`src/rtl/ariane_pkg.sv`:
```
// Shared runtime-monitor sizing, lane mask type and per-lane reclaim state.
package ariane_pkg;
  localparam int unsigned RM_NUM_LANES  = 4;
  localparam int unsigned RM_NUM_EVENTS = 4;

  typedef logic [RM_NUM_LANES-1:0] lane_ctrl;

  typedef enum logic [1:0] {
    RM_IDLE    = 2'd0,
    RM_ACTIVE  = 2'd1,
    RM_RELEASE = 2'd2
  } rm_lane_state_e;
endpackage

```
`src/rtl/rm_lane_tracker.sv`:
```
// One monitor lane: tracks which events have been seen since allocation,
// counts active cycles, and releases on completion, timeout or flush.
module rm_lane_tracker
  import ariane_pkg::*;
#(
  parameter int unsigned NUM_EVENTS = RM_NUM_EVENTS,
  parameter int unsigned TIMEOUT    = 1024
) (
  input  logic                  clk_i,
  input  logic                  rst_ni,
  input  logic                  flush_i,
  input  logic                  alloc_i,
  input  logic [NUM_EVENTS-1:0] event_i,
  output logic                  free_o,
  output logic                  release_o,
  output logic                  timeout_o,
  output logic [15:0]           lat_cycles_o,
  output logic                  alloc_err_o
);
  localparam logic [15:0] TO_LAST = 16'(TIMEOUT - 1);

  rm_lane_state_e        state_q, state_d;
  logic [NUM_EVENTS-1:0] seen_q, seen_d;
  logic [15:0]           cnt_q, cnt_d;
  logic                  to_q, to_d;
  logic                  complete;

  assign complete = &(seen_q | event_i);

  always_comb begin
    state_d = state_q;
    seen_d  = seen_q;
    cnt_d   = cnt_q;
    to_d    = 1'b0;
    unique case (state_q)
      RM_IDLE: begin
        if (alloc_i && !flush_i) begin
          state_d = RM_ACTIVE;
          seen_d  = event_i;  // events arriving with the grant already count
          cnt_d   = '0;
        end
      end
      RM_ACTIVE: begin
        seen_d = seen_q | event_i;
        cnt_d  = (cnt_q == 16'hFFFF) ? cnt_q : cnt_q + 16'd1;
        if (flush_i || complete) begin
          state_d = RM_RELEASE;
        end else if (cnt_q == TO_LAST) begin
          state_d = RM_RELEASE;
          to_d    = 1'b1;
        end
      end
      RM_RELEASE: state_d = RM_IDLE;
      default:    state_d = RM_IDLE;
    endcase
  end

  always_ff @(posedge clk_i or negedge rst_ni) begin
    if (!rst_ni) begin
      state_q <= RM_IDLE;
      seen_q  <= '0;
      cnt_q   <= '0;
      to_q    <= 1'b0;
    end else begin
      state_q <= state_d;
      seen_q  <= seen_d;
      cnt_q   <= cnt_d;
      to_q    <= to_d;
    end
  end

  assign free_o       = (state_q == RM_IDLE);
  assign release_o    = (state_q == RM_RELEASE);
  assign timeout_o    = to_q;
  assign lat_cycles_o = cnt_q;
  assign alloc_err_o  = alloc_i && !flush_i && (state_q != RM_IDLE);
endmodule

```
`src/rtl/rm_lane_reclaimer.sv`:
```
// Per-lane reclaim trackers plus event/release mask transposition and a
// sticky protocol error for grants to lanes that are still busy.
module rm_lane_reclaimer
  import ariane_pkg::*;
#(
  parameter int unsigned NUM_LANES  = RM_NUM_LANES,
  parameter int unsigned NUM_EVENTS = RM_NUM_EVENTS,
  parameter int unsigned TIMEOUT    = 1024
) (
  input  logic                                 clk_i,
  input  logic                                 rst_ni,
  input  logic                                 flush_i,
  input  logic [NUM_LANES-1:0]                 lane_alloc_i,
  input  logic [NUM_EVENTS-1:0][NUM_LANES-1:0] event_i,
  output logic [NUM_EVENTS-1:0][NUM_LANES-1:0] reset_monitor_o,
  output logic [NUM_LANES-1:0]                 lane_free_o,
  output logic [NUM_LANES-1:0]                 lat_valid_o,
  output logic [NUM_LANES-1:0][15:0]           lat_cycles_o,
  output logic [NUM_LANES-1:0]                 timeout_o,
  output logic                                 proto_err_o
);
  logic [NUM_LANES-1:0][NUM_EVENTS-1:0] lane_ev;
  logic [NUM_LANES-1:0]                 rel;
  logic [NUM_LANES-1:0]                 alloc_err;

  for (genvar l = 0; l < NUM_LANES; l++) begin : g_lane
    for (genvar e = 0; e < NUM_EVENTS; e++) begin : g_ev
      assign lane_ev[l][e]         = event_i[e][l];
      assign reset_monitor_o[e][l] = rel[l];
    end

    rm_lane_tracker #(
      .NUM_EVENTS(NUM_EVENTS),
      .TIMEOUT   (TIMEOUT)
    ) u_trk (
      .clk_i       (clk_i),
      .rst_ni      (rst_ni),
      .flush_i     (flush_i),
      .alloc_i     (lane_alloc_i[l]),
      .event_i     (lane_ev[l]),
      .free_o      (lane_free_o[l]),
      .release_o   (rel[l]),
      .timeout_o   (timeout_o[l]),
      .lat_cycles_o(lat_cycles_o[l]),
      .alloc_err_o (alloc_err[l])
    );
  end

  assign lat_valid_o = rel;

  always_ff @(posedge clk_i or negedge rst_ni) begin
    if (!rst_ni)         proto_err_o <= 1'b0;
    else if (|alloc_err) proto_err_o <= 1'b1;
  end
endmodule

```
`config.mk`:
```
export PLATFORM = sky130hd
export DESIGN_NAME = rm_lane_reclaimer
export DESIGN_NICKNAME = d
export VERILOG_FILES = /design/src/rtl/ariane_pkg.sv /design/src/rtl/rm_lane_tracker.sv /design/src/rtl/rm_lane_reclaimer.sv
export SDC_FILE = /design/constraint.sdc
export NUM_CORES = 1
export LEC_CHECK = 0
export ABC_AREA = 1
export BUFFER_PORTS_ARGS = -buffer_cell sky130_fd_sc_hd__buf_2
export CELL_PAD_IN_SITES_DETAIL_PLACEMENT = 1
export CELL_PAD_IN_SITES_GLOBAL_PLACEMENT = 1
export CORE_MARGIN = 2
export CORE_UTILIZATION = 40
export CTS_CLUSTER_DIAMETER = 40
export DETAILED_ROUTE_END_ITERATION = 6
export GPL_TIMING_DRIVEN = 0
export PLACE_DENSITY = 0.81
export RECOVER_POWER = 25
export SLEW_MARGIN = 20
export SYNTH_ARGS = -nofsm -noshare
export SYNTH_HDL_FRONTEND = slang
export SYNTH_SLANG_ARGS = --single-unit
```
`constraint.sdc`:
```
create_clock -name clk_i -period 1.9 [get_ports clk_i]
set_input_delay 0.38 -clock clk_i [delete_from_list [all_inputs] [get_ports clk_i]]
set_output_delay 0.38 -clock clk_i [all_outputs]
set_load 0.005 [all_outputs]
```
Word-level counts from Yosys, hierarchy flattened
Cells that the tools add are included.
{"block": "word_totals", "register_bits": 93, "inputBits": 23, "out_inout_bits": 93, "word_cells": 143}
{"block": "classes", "addsub": 4, "eq_ne": 28, "muxes": 48, "bitwise_logic": 4, "n_reduce_logical": 42}
{"cell": "$mux 16", "count": 8}
{"cell": "$pmux 16 s2", "count": 4}
{"cell": "$add 16x1->16 const B", "count": 4}
{"cell": "$eq 16x10->1 const B", "count": 4}
{"cell": "$eq 16x16->1 const B", "count": 4}
{"cell": "$pmux 4 s2", "count": 4}
{"cell": "$mux 2", "count": 12}
{"cell": "$mux 4", "count": 4}
{"cell": "$ne 2x2->1 const B", "count": 8}
{"cell": "$or 4x4->4", "count": 4}
{"cell": "$pmux 2 s2", "count": 4}
{"cell": "$reduce_and 2->1", "count": 8}
{"cell": "$reduce_and 4->1", "count": 4}
{"cell": "$reduce_bool 2->1", "count": 8}
{"cell": "$mux 1", "count": 12}
{"cell": "$ne 3x1->1 const B", "count": 4}
{"cell": "$reduce_and 3->1", "count": 4}
{"cell": "$eq 2x1->1 const B", "count": 4}
{"cell": "$eq 2x2->1 const B", "count": 4}
{"cell": "$logic_and 1x1->1", "count": 8}
{"cell": "$logic_not 2->1", "count": 4}
{"cell": "$logic_or 1x1->1", "count": 4}
{"cell": "$reduce_or 4->1", "count": 1}
{"cell": "$logic_not 1->1", "count": 1}

Depth between registers and ports, before layout
Gate-level depths: netlist (run 1).
{"block": "depth", "word_depth": 5, "depth_mapped": 10, "mapped_depth_nobuf": 10}

Hierarchy
Synthesis (run 1) repeated with hierarchy kept, for this count alone.
{"block": "unflattened", "hier_cells": 825, "area_unflattened_um2": 5651.7}
{"mod": "rm_lane_tracker", "n_inst": 4, "cells_per_inst": 201, "area_each_um2": 1372.6, "seq_area_each_um2": 575.6}
{"mod": "rm_lane_reclaimer", "n_inst": 1, "cells_per_inst": 21, "area_each_um2": 161.4, "seq_area_each_um2": 25.0}

Worst setup path before layout (run 1)
No wires, ideal clock.
{"block": "synth_path", "path_kind": "flip-flop to flip-flop", "start": "register g_lane[2].u_trk.cnt_q[0]", "end": "register g_lane[2].u_trk.cnt_q[15]", "setup_time_ns": 0.113, "arrival_time_ns": 1.456, "t_required_ns": 1.787, "path_slack_ns": 0.331, "stages_incl_launch_ff": 10, "n_path_buf": 0, "period_less_slack_ns": 1.569, "cell_sequence": "dfrtp_1 ha_1 nand3_1 inv_2 nand2_4 clkinv_1 a21oi_2 nand2_1 nand2_1 inv_1"}
{"block": "synth_via", "elab_chain_len": 3, "elab_cells_between_ends": 6, "cone_classes": "1 x add/sub; 2 x eq/ne; 2 x mux; 1 x reduce/logical"}
{"item": "start: declaration", "line_no": "rm_lane_tracker.sv:24", "rtl": "logic [15:0] cnt_q, cnt_d;"}
{"item": "start signal: assignment", "line_no": "rm_lane_tracker.sv:67", "rtl": "cnt_q <= cnt_d;"}
{"item": "$add 16x1->16 or $eq 16x16->1 (tied branches)", "line_no": "rm_lane_tracker.sv:45", "rtl": "cnt_d = (cnt_q == 16'hFFFF) ? cnt_q : cnt_q + 16'd1;"}
{"item": "$mux 16 or $ne 2x2->1 (tied branches)"}
{"item": "$pmux 16 s2 or $reduce_and 3->1 (tied branches)"}
Parallel ways exist; a longest one is shown, timed or not. The select of a mux whose other input is x is not followed.
A chain may end at the register's enable or synchronous reset.

Final worst setup path (run 1)
{"block": "layout_path", "start": "register g_lane[3].u_trk.state_q[0]", "end": "output port reset_monitor_o[3] (netlist name)"}
{"block": "layout_via", "elab_chain_len": 1}
{"item": "start: declaration", "line_no": "rm_lane_tracker.sv:22", "rtl": "rm_lane_state_e state_q, state_d;"}
{"item": "start signal: assignment", "line_no": "rm_lane_tracker.sv:65", "rtl": "state_q <= state_d;"}
{"item": "$eq 2x2->1", "line_no": "rm_lane_tracker.sv:73", "rtl": "assign release_o = (state_q == RM_RELEASE);"}
{"item": "end: declaration", "line_no": "rm_lane_reclaimer.sv:15", "rtl": "output logic [NUM_EVENTS-1:0][NUM_LANES-1:0] reset_monitor_o,"}
No other way between the ends.

==> reports/summary.md, run 1 <==
The HPWL after detailed placement is 12450 microns. The number of failing setup endpoints in the final timing report was 0; the layout filler cell count was 1810. Each instance of the synthesized netlist takes up on average 7.510 sq um. The worst setup path is of the reg2out kind. On the final layout, the worst clock skew is 0.004845 ns.

The tools report the post-route DRC violation count as 0. TritonCTS built the clock tree. The final critical path takes up 94.73% of the cycle. The final hold violation count came out at 0. The largest single stage delay on the critical path is 0.41 ns. The global placement routability congestion was 0.8659; the power per standard cell area was 955.5 nW/um^2. The type of destination of the critical path was a primary output.

The number of nets handed over by synthesis was 790. In this run, synthesis inferred 0 flip-flops with an integrated enable. For this run, the share of the core covered by cells in the final layout is 50.07%. The transition time at the pin with the least slew margin came out at 0.9437 ns. The run gives 555.6 MHz as the maximum frequency from static timing analysis. The post-synthesis cell count was 763; the data required time of the worst path was 1.52 ns.

STA classifies the critical path startpoint as a register. The first global-routing pass estimated 26860 microns of wire. For this design, the sink count on the clock tree is 93. The overall power consumption was 6666 uW. The predominant post-synthesis flop cell was dfrtp_1.

The path category of the worst min-delay check is in2reg. During synthesis, Yosys emitted a total of 0 warnings. The final setup slack of the worst path is 0.1002 ns.

The run gives 62 as the largest net degree at the start of global routing. Clock-pin slew was measured on the worst setup and hold paths at 0.07 ns. The synthesized design contains 93 register bits. The net count of the finished layout is 920. Setup repair after global routing left no endpoint under its margin.

Counting instances in the post-synthesis netlist gives the leading cell types as 192 x nand2_1, 93 x dfrtp_1, 91 x nor2_1. On the critical path, the stage with the largest delay is an instance of dfrtp_1. The average routed wire per standard cell is 15.20 microns. The detail-routed via count per cell came out at 5.076.

The run gives 0.003557 uW as the leakage dissipation. At the placement stage, the worst setup path has a slack of -0.04663 ns. Layout-stage area growth over the synthesis result: 21.75%. In this run the cell area of the synthesized design comes to 5730 sq um. Number of nets still failing antenna checks after routing: 0. The run gives 22.57% as the total track usage. The arrival time of the worst setup path is 1.42 ns.

TritonCTS created 9 clock buffers. The kind of cell adding the most delay to the critical path is flip-flops. The number of antenna diodes in the final layout is 0. By instance count, the leading cell after synthesis is nand2_1. Across the VDD grid, the largest voltage drop is 0.4358 mV.

For this run the aggregate overflow at the end of global routing stands at 0. The number of core rows is 43. Cell type contributing the most total cell area after synthesis: dfrtp_1. In the final layout, the share of cells above drive strength 1 is 28.95%. Including well taps, the total number of placed cells is 1059.

No sink is reached through more buffers than the 2 on the longest clock path. The floorplan step set the die height to 123.7 microns. In this run the worst path has a maximum fanout of 5. The floorplan step defined a die boundary enclosing 15300 sq um. The final wirelength is 16390 microns, and the first-pass iteration count of the detailed router is 5. The share of the Yosys chip area taken by registers is 40.61%. The initial utilization of the core area, before any placement, comes to 41.12%.

The routed layout has 5472 vias. The smallest clock period supported by the final layout is computed as 1.800 ns. The headroom to the max-slew limit is 37.09%, and the total I/O pin count is 116. For the placeable core region, the log shows 13930 sq um. The run gives 3 as the H-tree depth. Clock tree root buffer cell: clkbuf_16. The logs give 0 for the initial antenna violation count and 239 for the number of design-rule violations left by the first detailed-router iteration. The count of port buffers added during placement is 115. The number of maximum-capacitance violations came out at 0.

The via count of the first global-routing pass came out at 5334. The signal on the critical path passes through nor2_1, buf_4, buf_2. For the filler-free cell count of the finished design, the log shows 1078. The flow ran to the end, and the final reports show no timing, DRC or antenna violations.

The unique cell type count in the Yosys netlist is 37. Yosys attributes the largest share of cell area to dfrtp_1 41%, nand2_1 13%, nor2_1 6.0%. After synthesis, the share of flip-flops with an asynchronous set or reset is 100.0%. The count of final max-slew check failures is 0, and the number of buffer and inverter stages on the critical path is 2. The run gives 0.35 ns as the insertion delay of the later-clocked pin in the worst-skew pair. The horizontal extent of the die was 123.7 microns. In this run the biggest area consumer among cell types represents 40.61% of the synthesized area.
[area by class of cell]
type	instances	area (sq um)	area share (%)
multi-input cells	547	2815	40.35
flip-flops and latches	93	2330	33.39
repair buffers	119	640.6	9.182
inverters	85	319.1	4.573
plain buffers	38	301.5	4.322
clock buffers	13	280.3	4.017
well taps	180	225.2	3.228
clock inverters	3	65.06	0.9326
[metal layers]
layer / global-route usage, % / share of wire (%) / vias to the layer above / routed length, microns
met5: 0 / 0 / - / 0
met4: 5.185 / 0.89 / 0 / 146
met3: 4.075 / 4.4 / 9 / 728
met2: 37.43 / 47 / 112 / 7739
met1: 30.73 / 47 / 2656 / 7771
li1: - / - / 2695 / -
[power breakdown]
group	switching (uW)	internal [uW]
Clock	780	1300
Sequential	342	2300
Combinational	1110	837
Total	2230	4440
[worst register-to-register path: stages, from the launching register on]
cell,delay [ns]
dfrtp_1,0.48
ha_2,0.30
nand2_2,0.10
nor2_4,0.13
nand2_4,0.08
nor2_4,0.15
nand2_2,0.08
nand2_4,0.11
inv_2,0.12
o21ai_1,0.16
[placed cells by master, fill, tap and decap left out, drive strengths merged]
cell type and n:
nand2 226, buf 153, nor2 105, dfrtp 93, inv 84, nand3 64
o21ai 47, nand4 21, clkbuf 16, nor3 15, xor2 12, a22o 11
a21oi 10, o22ai 7, or2 6, xnor2 6, o21bai 5, o211ai 4
ha 4, nand3b 2, bufinv 2, clkinv 2, o2111ai 1, a31o 1
dlygate4sd3 1
[state kept, by name, summed over array words and instances (netlist names)]
register / cells
proto_err_o: 1
g_lane.u_trk.state_q: 8
g_lane.u_trk.lat_cycles_o: 64
g_lane.u_trk.timeout_o: 4
g_lane.u_trk.seen_q: 16
[final timing paths]
kind / startpoint / end / slack (ns) / cells past startpoint
max in group asynchronous: rst_ni / g_lane[1].u_trk.lat_cycles_o[1]$_DFFE_PN0P_ / 0.36 / 3
hold reg to reg: proto_err_o$_DFFE_PN0P_ / proto_err_o$_DFFE_PN0P_ / 0.50 / 2
min in group asynchronous: rst_ni / g_lane[0].u_trk.lat_cycles_o[6]$_DFFE_PN0P_ / 0.71 / 2
setup / recovery: g_lane[3].u_trk.state_q[0]$_DFFE_PN0P_ / reset_monitor_o[3] / 0.10 / 3
setup reg to reg: g_lane[0].u_trk.lat_cycles_o[1]$_DFFE_PN0P_ / g_lane[0].u_trk.lat_cycles_o[0]$_DFFE_PN0P_ / 0.11 / 9
hold / removal: event_i[0] / g_lane[0].u_trk.seen_q[0]$_DFFE_PN0P_ / 0.27 / 2
[cell families (layout without fill, tap and decap cells)]
group,after synthesis,after routing,synth area share [%]
and+or+nand+nor,439,439,35.04
buffers and inverters,123,258,10.83
DFF,93,93,40.61
AOI/OAI and AO/OA,86,86,9.891
xor gates and xnor gates,18,18,2.751
adders and majority gates,4,4,0.8734
[stage by stage]
| stage | setup TNS (ns) | hold slack [ns] | cell area, sq um |
|---|---|---|---|
| detailed placement | -0.1722 | 0.2931 | 6565 |
| global placement | -54.54 | 0.4701 | 6531 |
| finish | 0 | 0.2669 | 6977 |
| global route | 0 | 0.2615 | 6977 |
| floorplan | 0 | 0.08441 | 5731 |
| CTS | 0 | 0.2600 | 6928 |
[timing repair]
action	4_1_cts	5_1_grt
hold endpoints to repair	32	0
resized for setup	1	8
pin swaps	0	1
hold buffers	1	0
setup endpoints to repair	7	53
setup buffers	0	2
gates cloned	0	0
No activity file was read; power rests on OpenSTA's default activity.
==> inputs of run 2 (changes only) <==
--- a/config.mk
+++ b/config.mk
@@ -14,7 +14,7 @@
 export CTS_CLUSTER_DIAMETER = 40
 export DETAILED_ROUTE_END_ITERATION = 6
 export GPL_TIMING_DRIVEN = 0
-export PLACE_DENSITY = 0.81
+export PLACE_DENSITY_LB_ADDON = 0.1
 export RECOVER_POWER = 25
 export SLEW_MARGIN = 20
 export SYNTH_ARGS = -nofsm -noshare
==> reports/summary.md, run 2 (synthesis results as in run 1) <==
The tools report the area taken by multi-input logic gates as 2810 sq um. For the pin with the worst max-slew slack, the measured transition is 0.6931 ns. After detailed routing, the number of remaining DRC violations is 0. The number of cells on the worst reg-to-reg path is 8. The worst setup path is launched from a register.

The worst setup path is captured at a register. The initial utilization of the core area, before any placement, comes to 41.12%. Via count of the first global-routing pass: 5761. The tools report the global placement routability congestion as 0.8314. The worst reg2reg path startpoint is g_lane[0].u_trk.lat_cycles_o[0]$_DFFE_PN0P_. The initial antenna violation count is 0.

The overall overflow remaining after global route came out at 0. In this run the critical register-to-register path is captured at g_lane[0].u_trk.lat_cycles_o[11]$_DFFE_PN0P_. The placed cell area was 6565 sq um; the leakage dissipation was 0.003547 uW. The tree is rooted in a clkbuf_16. TritonCTS built the clock tree. The tools report the count of final max-slew check failures as 0.

The final design instance area without fill was 6938 sq um. The sequential fraction of design power was 40.6%. The layout filler cell count came out at 1804. The logs give 116 for the total I/O pin count and 923 for the number of nets in the layout. The worst-case clock buffer depth was 2.

The logs give 43 for the number of core rows and 0 ns for the setup TNS after final layout. The number of failing setup endpoints in the final timing report came out at 0. The number of sinks on the clock net is 93, and the clock period minus final worst setup slack is 1.755 ns. Data on the critical path is required at its endpoint by 2.18 ns. The first detailed-routing pass ran for 4 iterations. The portion of the clock cycle consumed by the worst path in the final layout is 92.38%. The logs give 15300 sq um for the die area and 53.79% for the headroom to the max-slew limit.

The detail route stage leaves a number of antenna-violating nets equal to 0. The most common cell after layout, fill and taps aside is nand2_1. From synthesis to final layout, the design area changed by 21.07%.

The clock transition at the registers of the reported paths was 0.07 ns. For this run, global-route usage on met2 was measured as 40.01%. The die is 123.7 microns tall. The tools report the arrival time of the worst setup path as 2.03 ns. The part of the power in combinational logic came out at 30.6%. Of the cells placed in the final design, the portion with a size suffix greater than 1 is 29.08%. The overall power consumption is 6466 uW, and the number of vias in the routed layout is 5523.

The run finished with clean final reports. The count of port buffers added during placement works out to 115. On the final layout, the worst clock skew is 0.005325 ns. The die is 123.7 microns wide.

Setup repair after global routing left no endpoint under its margin. Setup slack on the worst reg-to-reg path comes out at 0.14 ns. After detailed routing, the total wire length is 16940 microns. For the number of maximum-capacitance violations, the log shows 0.

The total track usage is 22.99%, and the number of design-rule violations left by the first detailed-router iteration is 187. Cell internal power was estimated by the tool at 4215 uW. The tightest hold path in the finished design has a slack of 0.2670 ns.

In this run the number of H-tree levels came out at 3. met2 is the most crowded layer. The critical path startpoint is g_lane[0].u_trk.lat_cycles_o[0]$_DFFE_PN0P_.

Entering global routing, the biggest net connects 49 pins. In the final routed layout, each cell accounts on average for 15.66 microns. The tools report the power dissipated by switching net loads as 2251 uW.

Derived from the worst setup path, the maximum achievable clock frequency is 569.7 MHz. The end-of-flow core utilization was 49.79%; the wire length of the first global-routing pass was 27770 microns. Dividing the detail-routed via count by the number of cells gives 5.104. The setup path with the least slack is of type reg2reg. The critical path ends at g_lane[0].u_trk.lat_cycles_o[11]$_DFFE_PN0P_.

Flip-flop count of the largest register after layout: 64. For the half-perimeter wire length of the detailed placement result, the log shows 12890 microns. The path class of the tightest hold or removal check is in2reg.

In this run switching power makes up 34.82% of total power. The number of buffers created by CTS is 9, and the largest fanout on the critical path is 6. In the layout the commonest cells are 192 x nand2_1, 116 x buf_2, 92 x dfrtp_1, 89 x nor2_1, 71 x inv_1. In this run, the clock network consumes 28.8% of the power. The global-route track usage on met3 is 3.159%. The insertion delay of the later-clocked pin in the worst-skew pair came out at 0.35 ns. The final hold violation count was 0; the power per standard cell area was 932.0 nW/um^2.

Across the VDD grid, the largest voltage drop is 0.4716 mV. Summing all flip-flop and latch instances after layout gives 2328 sq um. The run gives 29.44% as the global routing met1 resource utilization. The placeable core region was 13930 sq um.
-- run 2: cell types whose count changed in the layout (fill, tap and decap cells not counted), moves of 2 or more --
cell      previous run  this run
clkinv_2             1         3
clkinv_4             0         2
clkbuf_8             4         1
buf_4               32        35
-- run 2: worst min-delay path by stage --
stage	start	end	slack [ns]	cells past startpoint
2_1_floorplan	rst_ni	g_lane[0].u_trk.lat_cycles_o[0]$_DFFE_PN0P_	0.08	0
3_3_place_gp	proto_err_o$_DFFE_PN0P_	proto_err_o$_DFFE_PN0P_	0.47	2
3_5_place_dp	rst_ni	g_lane[3].u_trk.lat_cycles_o[11]$_DFFE_PN0P_	0.35	1
4_1_cts	event_i[14]	g_lane[2].u_trk.seen_q[3]$_DFFE_PN0P_	0.26	2
5_1_grt	event_i[4]	g_lane[0].u_trk.seen_q[1]$_DFFE_PN0P_	0.27	2
6_report	event_i[14]	g_lane[2].u_trk.seen_q[3]$_DFFE_PN0P_	0.27	2
-- run 2: final cells by class --
type,count,share of cell area [%]
diodes,1,0.03607
flip-flops and latches,93,33.56
plain buffers,38,4.346
multi-input cells,547,40.51
well taps,180,3.246
clock inverters,6,0.9017
clock buffers,10,3.445
inverters,85,4.599
repair buffers,122,9.360
-- run 2: through the flow --
step	setup slack, ns	std cells
3_3_place_gp	-0.5513	1058
2_1_floorplan	0.3314	763
3_5_place_dp	-0.04234	1059
4_1_cts	0.02231	1076
5_1_grt	0.0005540	1081
6_report	0.1448	1082
-- run 2: layer usage --
layer / part of all wire (%) / vias up
met1: 45 / 2730
met2: 51 / 72
met3: 2.7 / 19
met5: 0 / -
li1: - / 2702
met4: 1.5 / 0
-- run 2: what timing repair did --
item	in CTS	in global routing
cloned	0	0
endpoints found under the hold margin	45	0
pin swaps	0	1
hold buffers	1	0
resized for setup	1	7
buffers inserted	0	5
setup endpoints to repair	8	57
-- run 2: worst max-delay path, stage by stage (launching register included) --
cell and delay, ns:
dfrtp_1 0.45, ha_2 0.26, nand2_2 0.11, nor2_4 0.05, nand2_4 0.09, nor2_4 0.05, a21oi_1 0.45, nand2_1 0.12
o21ai_1 0.10
-- run 2: power by group through the flow --
stage	logic, uW	registers, uW	clock network (uW)
floorplan	1220	2590	0
global placement	1820	2620	0
detailed placement	1900	2660	0
CTS	1920	2620	1910
global route	2220	2670	1970
finish	1980	2620	1860
